==> src/rtl/can_arb_pkg.sv <==
// Shared constants and state encoding for the CAN arbitration engine.
package can_arb_pkg;

  localparam int unsigned ID_STD_W = 11;
  localparam int unsigned ID_EXT_W = 29;

  localparam logic DOMINANT  = 1'b0;
  localparam logic RECESSIVE = 1'b1;

  typedef enum logic {IDLE, ARB} arb_state_t;

endpackage

==> src/rtl/flex_counter.sv <==
// Up-counter with synchronous clear that stops at a programmable terminal value.
module flex_counter #(
  parameter int unsigned NUM_CNT_BITS = 4
) (
  input  logic                    clk,
  input  logic                    rst,
  input  logic                    i_clear,
  input  logic                    i_count_enable,
  input  logic [NUM_CNT_BITS-1:0] i_rollover_val,
  output logic [NUM_CNT_BITS-1:0] o_count,
  output logic                    o_rollover_flag
);

  logic [NUM_CNT_BITS-1:0] r_count;

  // Holds at the terminal value instead of wrapping.
  always_ff @(posedge clk) begin
    if (rst || i_clear) begin
      r_count <= '0;
    end else if (i_count_enable && (r_count != i_rollover_val)) begin
      r_count <= r_count + NUM_CNT_BITS'(1);
    end
  end

  assign o_count         = r_count;
  assign o_rollover_flag = (r_count == i_rollover_val);

endmodule

==> src/rtl/can_arbiter.sv <==
// CAN arbitration engine: drives {ID, RTR} MSB first and reports win/lose/bit error.
// Optional saturating loss counter enabled by CAN_ARB_LOSS_CNT_EN.
module can_arbiter
  import can_arb_pkg::*;
#(
  parameter int unsigned ID_W  = ID_STD_W,
  parameter int unsigned POS_W = $clog2(ID_W + 1)
) (
  input  logic             clk,
  input  logic             rst,
  input  logic             start,
  input  logic             abort,
  input  logic             bit_strobe,
  input  logic             rxd,
  input  logic [ID_W-1:0]  tx_id,
  input  logic             tx_rtr,
`ifdef CAN_ARB_LOSS_CNT_EN
  input  logic             loss_cnt_clr,
  output logic [7:0]       loss_cnt,
`endif
  output logic             txd,
  output logic             busy,
  output logic             win,
  output logic             lose,
  output logic             bit_err,
  output logic [POS_W-1:0] lost_pos
);

  arb_state_t       r_state, w_state_nxt;
  logic [ID_W:0]    r_field;
  logic [POS_W-1:0] w_idx;
  logic [POS_W-1:0] r_lost_pos;
  logic             r_win, r_lose, r_err;
  logic             w_win_nxt, w_lose_nxt, w_err_nxt;
  logic             w_load, w_last, w_match, w_adv, w_txd, w_busy;

  assign w_busy  = (r_state == ARB);
  assign w_txd   = w_busy ? r_field[ID_W] : RECESSIVE;
  assign w_match = (w_txd == rxd);
  assign w_adv   = w_busy & bit_strobe & w_match;

  flex_counter #(
    .NUM_CNT_BITS(POS_W)
  ) u_bit_idx (
    .clk            (clk),
    .rst            (rst),
    .i_clear        (w_load),
    .i_count_enable (w_adv),
    .i_rollover_val (POS_W'(ID_W)),
    .o_count        (w_idx),
    .o_rollover_flag(w_last)
  );

  always_ff @(posedge clk) begin
    if (rst) begin
      r_state <= IDLE;
    end else begin
      r_state <= w_state_nxt;
    end
  end

  always_comb begin
    w_state_nxt = r_state;
    w_load      = 1'b0;
    w_win_nxt   = 1'b0;
    w_lose_nxt  = 1'b0;
    w_err_nxt   = 1'b0;
    case (r_state)
      IDLE: begin
        if (start && !abort) begin
          w_load      = 1'b1;
          w_state_nxt = ARB;
        end
      end
      ARB: begin
        if (abort) begin
          w_state_nxt = IDLE;
        end else if (bit_strobe) begin
          if (w_txd == RECESSIVE && rxd == DOMINANT) begin
            w_lose_nxt  = 1'b1;
            w_state_nxt = IDLE;
          end else if (w_txd == DOMINANT && rxd == RECESSIVE) begin
            w_err_nxt   = 1'b1;
            w_state_nxt = IDLE;
          end else if (w_last) begin
            w_win_nxt   = 1'b1;
            w_state_nxt = IDLE;
          end
        end
      end
      default: w_state_nxt = IDLE;
    endcase
  end

  always_ff @(posedge clk) begin
    if (rst) begin
      r_field    <= '1;
      r_win      <= 1'b0;
      r_lose     <= 1'b0;
      r_err      <= 1'b0;
      r_lost_pos <= '0;
    end else begin
      r_win  <= w_win_nxt;
      r_lose <= w_lose_nxt;
      r_err  <= w_err_nxt;
      if (w_lose_nxt || w_err_nxt) begin
        r_lost_pos <= w_idx;
      end
      if (w_load) begin
        r_field <= {tx_id, tx_rtr};
      end else if (w_adv && !abort && !w_last) begin
        r_field <= {r_field[ID_W-1:0], RECESSIVE};
      end
    end
  end

`ifdef CAN_ARB_LOSS_CNT_EN
  logic [7:0] r_loss_cnt;

  always_ff @(posedge clk) begin
    if (rst || loss_cnt_clr) begin
      r_loss_cnt <= '0;
    end else if (r_lose && (r_loss_cnt != 8'hFF)) begin
      r_loss_cnt <= r_loss_cnt + 8'd1;
    end
  end

  assign loss_cnt = r_loss_cnt;
`endif

  assign txd      = w_txd;
  assign busy     = w_busy;
  assign win      = r_win;
  assign lose     = r_lose;
  assign bit_err  = r_err;
  assign lost_pos = r_lost_pos;

endmodule

==> config.mk <==
export PLATFORM = sky130hd
export DESIGN_NAME = can_arbiter
export DESIGN_NICKNAME = d
export VERILOG_FILES = /design/src/rtl/can_arb_pkg.sv /design/src/rtl/flex_counter.sv /design/src/rtl/can_arbiter.sv
export SDC_FILE = /design/constraint.sdc
export NUM_CORES = 1
export LEC_CHECK = 0
export BUFFER_PORTS_ARGS = -buffer_cell sky130_fd_sc_hd__buf_4
export CAP_MARGIN = 40
export CORE_MARGIN = 2
export CORE_UTILIZATION = 30
export CTS_BUF_LIST = sky130_fd_sc_hd__clkbuf_4 sky130_fd_sc_hd__clkbuf_8
export CTS_CLUSTER_SIZE = 28
export DETAILED_ROUTE_END_ITERATION = 7
export GPL_TIMING_DRIVEN = 0
export HOLD_SLACK_MARGIN = 0.03
export MAX_ROUTING_LAYER = met4
export RECOVER_POWER = 25
export SLEW_MARGIN = 10
export SYNTH_ARGS = -nofsm -noshare
export SYNTH_HDL_FRONTEND = slang
export SYNTH_HIERARCHICAL = 1
export SYNTH_SLANG_ARGS = --single-unit
==> constraint.sdc <==
create_clock -name clk -period 2.2 [get_ports clk]
set_input_delay 0.11 -clock clk [delete_from_list [all_inputs] [get_ports clk]]
set_output_delay 0.11 -clock clk [all_outputs]
set_load 0.005 [all_outputs]
==> flow_metrics.tcl <==
set metrics [dict create \
    status "finished clean" \
    initial_utilization_pct 30.8 \
    maxCapViolations 0 \
    r2r-end "r_field[1]" \
    fp.dieArea_sq_um 4990 \
    rows 24 \
    wl_per_cell_um 12.0 \
    cp_num_buf_inv 1 \
    core_sq_um 4320 \
    arrival_ns 2.24 \
    grt_overflow 0 \
    clk_pin_slew_worst_paths_ns 0.09 \
    wirelength_mm 2.67 \
    drt-pass1-iter-count 4 \
    yosysWarningCount 6 \
    period_share_pct 93.0 \
    synth-seq-area-share_pct 36.1 \
    dp_hpwl_mm 1.99 \
    ys.flop_type "dfxtp_1" \
    areaGrowthSynthToFinish_pct 24.3 \
    async_reset_ff_share_pct 0 \
    rsz0062_at_grt "no" \
    pin_count 27 \
    holdBufCountCts 0 \
    clock.fmax_mhz 489 \
    regToRegStartpoint "u_bit_idx/o_count[0]" \
    syn_area_sq_um 1330 \
    finalCriticalPeriod_ns 2.05 \
    ys_ff_latch 24 \
    min_path_type "in2reg" \
    finalMaxSlewViolations 0 \
    grt_pass1_vias 952 \
    path_cells "xor2_2 > nor4_1 > and4b_1 > o21ai_1 > buf_4 > mux2i_1" \
    diodes 0 \
    skew_ns 0.00559 \
    leakage_uw 0.000724 \
    ant_nets 0 \
    critPathKind "reg2reg" \
    ir_worst_vdd_mv 0.325 \
    drt_iter0_drc 31 \
    grt_util_met3_pct 3.56 \
    port_buffers 26 \
    setup_viol 0 \
    worstRegToRegCells 6 \
    whs_path_depth 3 \
    relSlewSlack_pct 64.7 \
    final.setup.tns_ns 0 \
    final_net_count 194 \
    fp.dieW_um 70.6 \
    use_met2_pct 17.2 \
    reg2reg_slack_ns 0.15 \
    cts_tree "yes" \
    cts-root-buf "clkbuf_8" \
    hold_path_end "r_field[0]" \
    cts_buffers 3 \
    gr-usage-met1_pct 14.7 \
    clk_latency_ns 0.26 \
    grt_max_degree 14 \
    hold_viol 0 \
    fp.dieH_um 70.6 \
    path_max_fanout 10 \
    fin_util_pct 38.3 \
    critical_path_required_ns 2.40 \
    finalPower_uw 888 \
    critPathLaunchType "register" \
    min_from "tx_rtr" \
    htreeDepth 1 \
    grt_busiest_layer "met2" \
    avgSynthCellArea_sq_um 9.59 \
    grt_first_pass_wirelength_mm 4.41 \
    gp_congestion 0.767 \
    critPathMaxStageDelay_ns 0.47 \
    grt_usage_pct 11.4 \
    clockBufferDepth 2 \
    syn_inst 139 \
    cpMaxStageDelayCell "dfxtp_1" \
    antenna_found_initial 0 \
    tightestPinTransition_ns 0.529 \
    end_kind "register" \
    viasPerCell 4.66 \
    powerDensity_nw_per_um2 536 \
    drc_errors 0 \
    drive_gt1_share_pct 29.2 \
    vias 1040 \
    synth_edf_count 0 \
    path_delay_family "simple AND/OR/NAND/NOR gates" \
    clock_sinks 24 \
    ys_types 38 \
]
[state kept, by name (all words and copies together) (netlist names)]
register,cells
bit_err,1
busy,1
lose,1
lost_pos,4
r_field,12
u_bit_idx/o_count,4
win,1
[worst min-delay path, delay by kind of cell]
family | cells | cell delay [ns]
compound gates | 2 | 0.17
buf+inv | 1 | 0.08
[Yosys cell counts, drive strengths merged (5+ instances only)]
cell type,instances,area share (%)
nor2,15,4.2
mux2i,11,8.3
nand3,7,2.6
a221oi,11,11
o21ai,8,3.0
dfxtp,24,36
inv,5,1.4
a21oi,7,2.6
xor2,5,3.8
nor2b,9,4.2
[kinds of logic after synthesis]
logic type | synth area share, %
mux | 8.26
fa+ha+maj | 3.76
xor+xnor | 3.85
flops | 36.1
simple gates | 21.1
compound gates | 19.8
other cells | 0.564
buf+inv | 6.57
[cell type report]
| cell class | count | area (sq um) |
|---|---|---|
| plain buffers | 8 | 68.8 |
| repair buffers | 26 | 195 |
| fillers | 458 | 2670 |
| clock buffers | 4 | 55.1 |
| multi-input cells | 104 | 772 |
| inverters | 5 | 18.8 |
| flip-flops and latches | 24 | 482 |
| well taps | 52 | 65.1 |
[placed cells by master, fill, tap and decap left out, types with 2 or more instances in the layout]
| master | instances |
|---|---|
| dfxtp_1 | 23 |
| conb_1 | 4 |
| nor2_1 | 15 |
| and2b_2 | 3 |
| nor2b_1 | 9 |
| nand3_1 | 7 |
| ha_1 | 4 |
| buf_4 | 20 |
| and3_1 | 2 |
| and2_1 | 2 |
| or2_2 | 2 |
| clkbuf_8 | 5 |
| a221oi_1 | 4 |
| xor2_1 | 4 |
| o21ai_0 | 7 |
| clkbuf_4 | 7 |
| or3_1 | 2 |
| clkbuf_1 | 3 |
| a21oi_1 | 7 |
| a221oi_2 | 7 |
| inv_1 | 5 |
| mux2i_1 | 11 |
[through the flow]
stage | cells | setup WS [ns] | hold WS (ns) | area (sq um)
finish | 223 | 0.153 | 0.123 | 1660
global route | 223 | 0.0112 | 0.134 | 1660
CTS | 223 | 0.117 | 0.111 | 1660
detailed placement | 219 | 0.147 | 0.397 | 1600
global placement | 219 | 0.162 | 0.397 | 1600
floorplan | 141 | 0.351 | 0.293 | 1340
[timing repair]
item | in CTS | in global routing
setup buffers | 0 | 0
gates resized for setup | 0 | 1
endpoints found under the setup margin | 0 | 7
[worst max path at each step]
stage	slack, ns	end	cells after the start	from
3_5_place_dp	0.15	r_field[9]	7	busy
5_1_grt	0.01	r_field[9]	6	u_bit_idx/o_count[0]
2_1_floorplan	0.35	r_field[10]	7	busy
6_report	0.15	r_field[1]	6	u_bit_idx/o_count[0]
4_1_cts	0.12	r_field[9]	7	busy
3_3_place_gp	0.16	r_field[1]	7	busy
[report_power, final]
| group | leakage (uW) | switching [uW] | total, uW | internal [uW] |
|---|---|---|---|---|
| registers | 0.000195 | 8.43 | 453 | 445 |
| clock network | 0.0000288 | 138 | 298 | 160 |
| logic | 0.000500 | 67.3 | 137 | 70.0 |
| total | 0.000724 | 214 | 888 | 674 |
[metal layers]
layer | part of all wire (%) | routed length (um)
met1 | 52 | 1380
met2 | 43 | 1140
met3 | 4.4 | 118
met4 | 0.94 | 25
met5 | 0 | 0
Note: power is estimated with default switching activity, not from simulation.
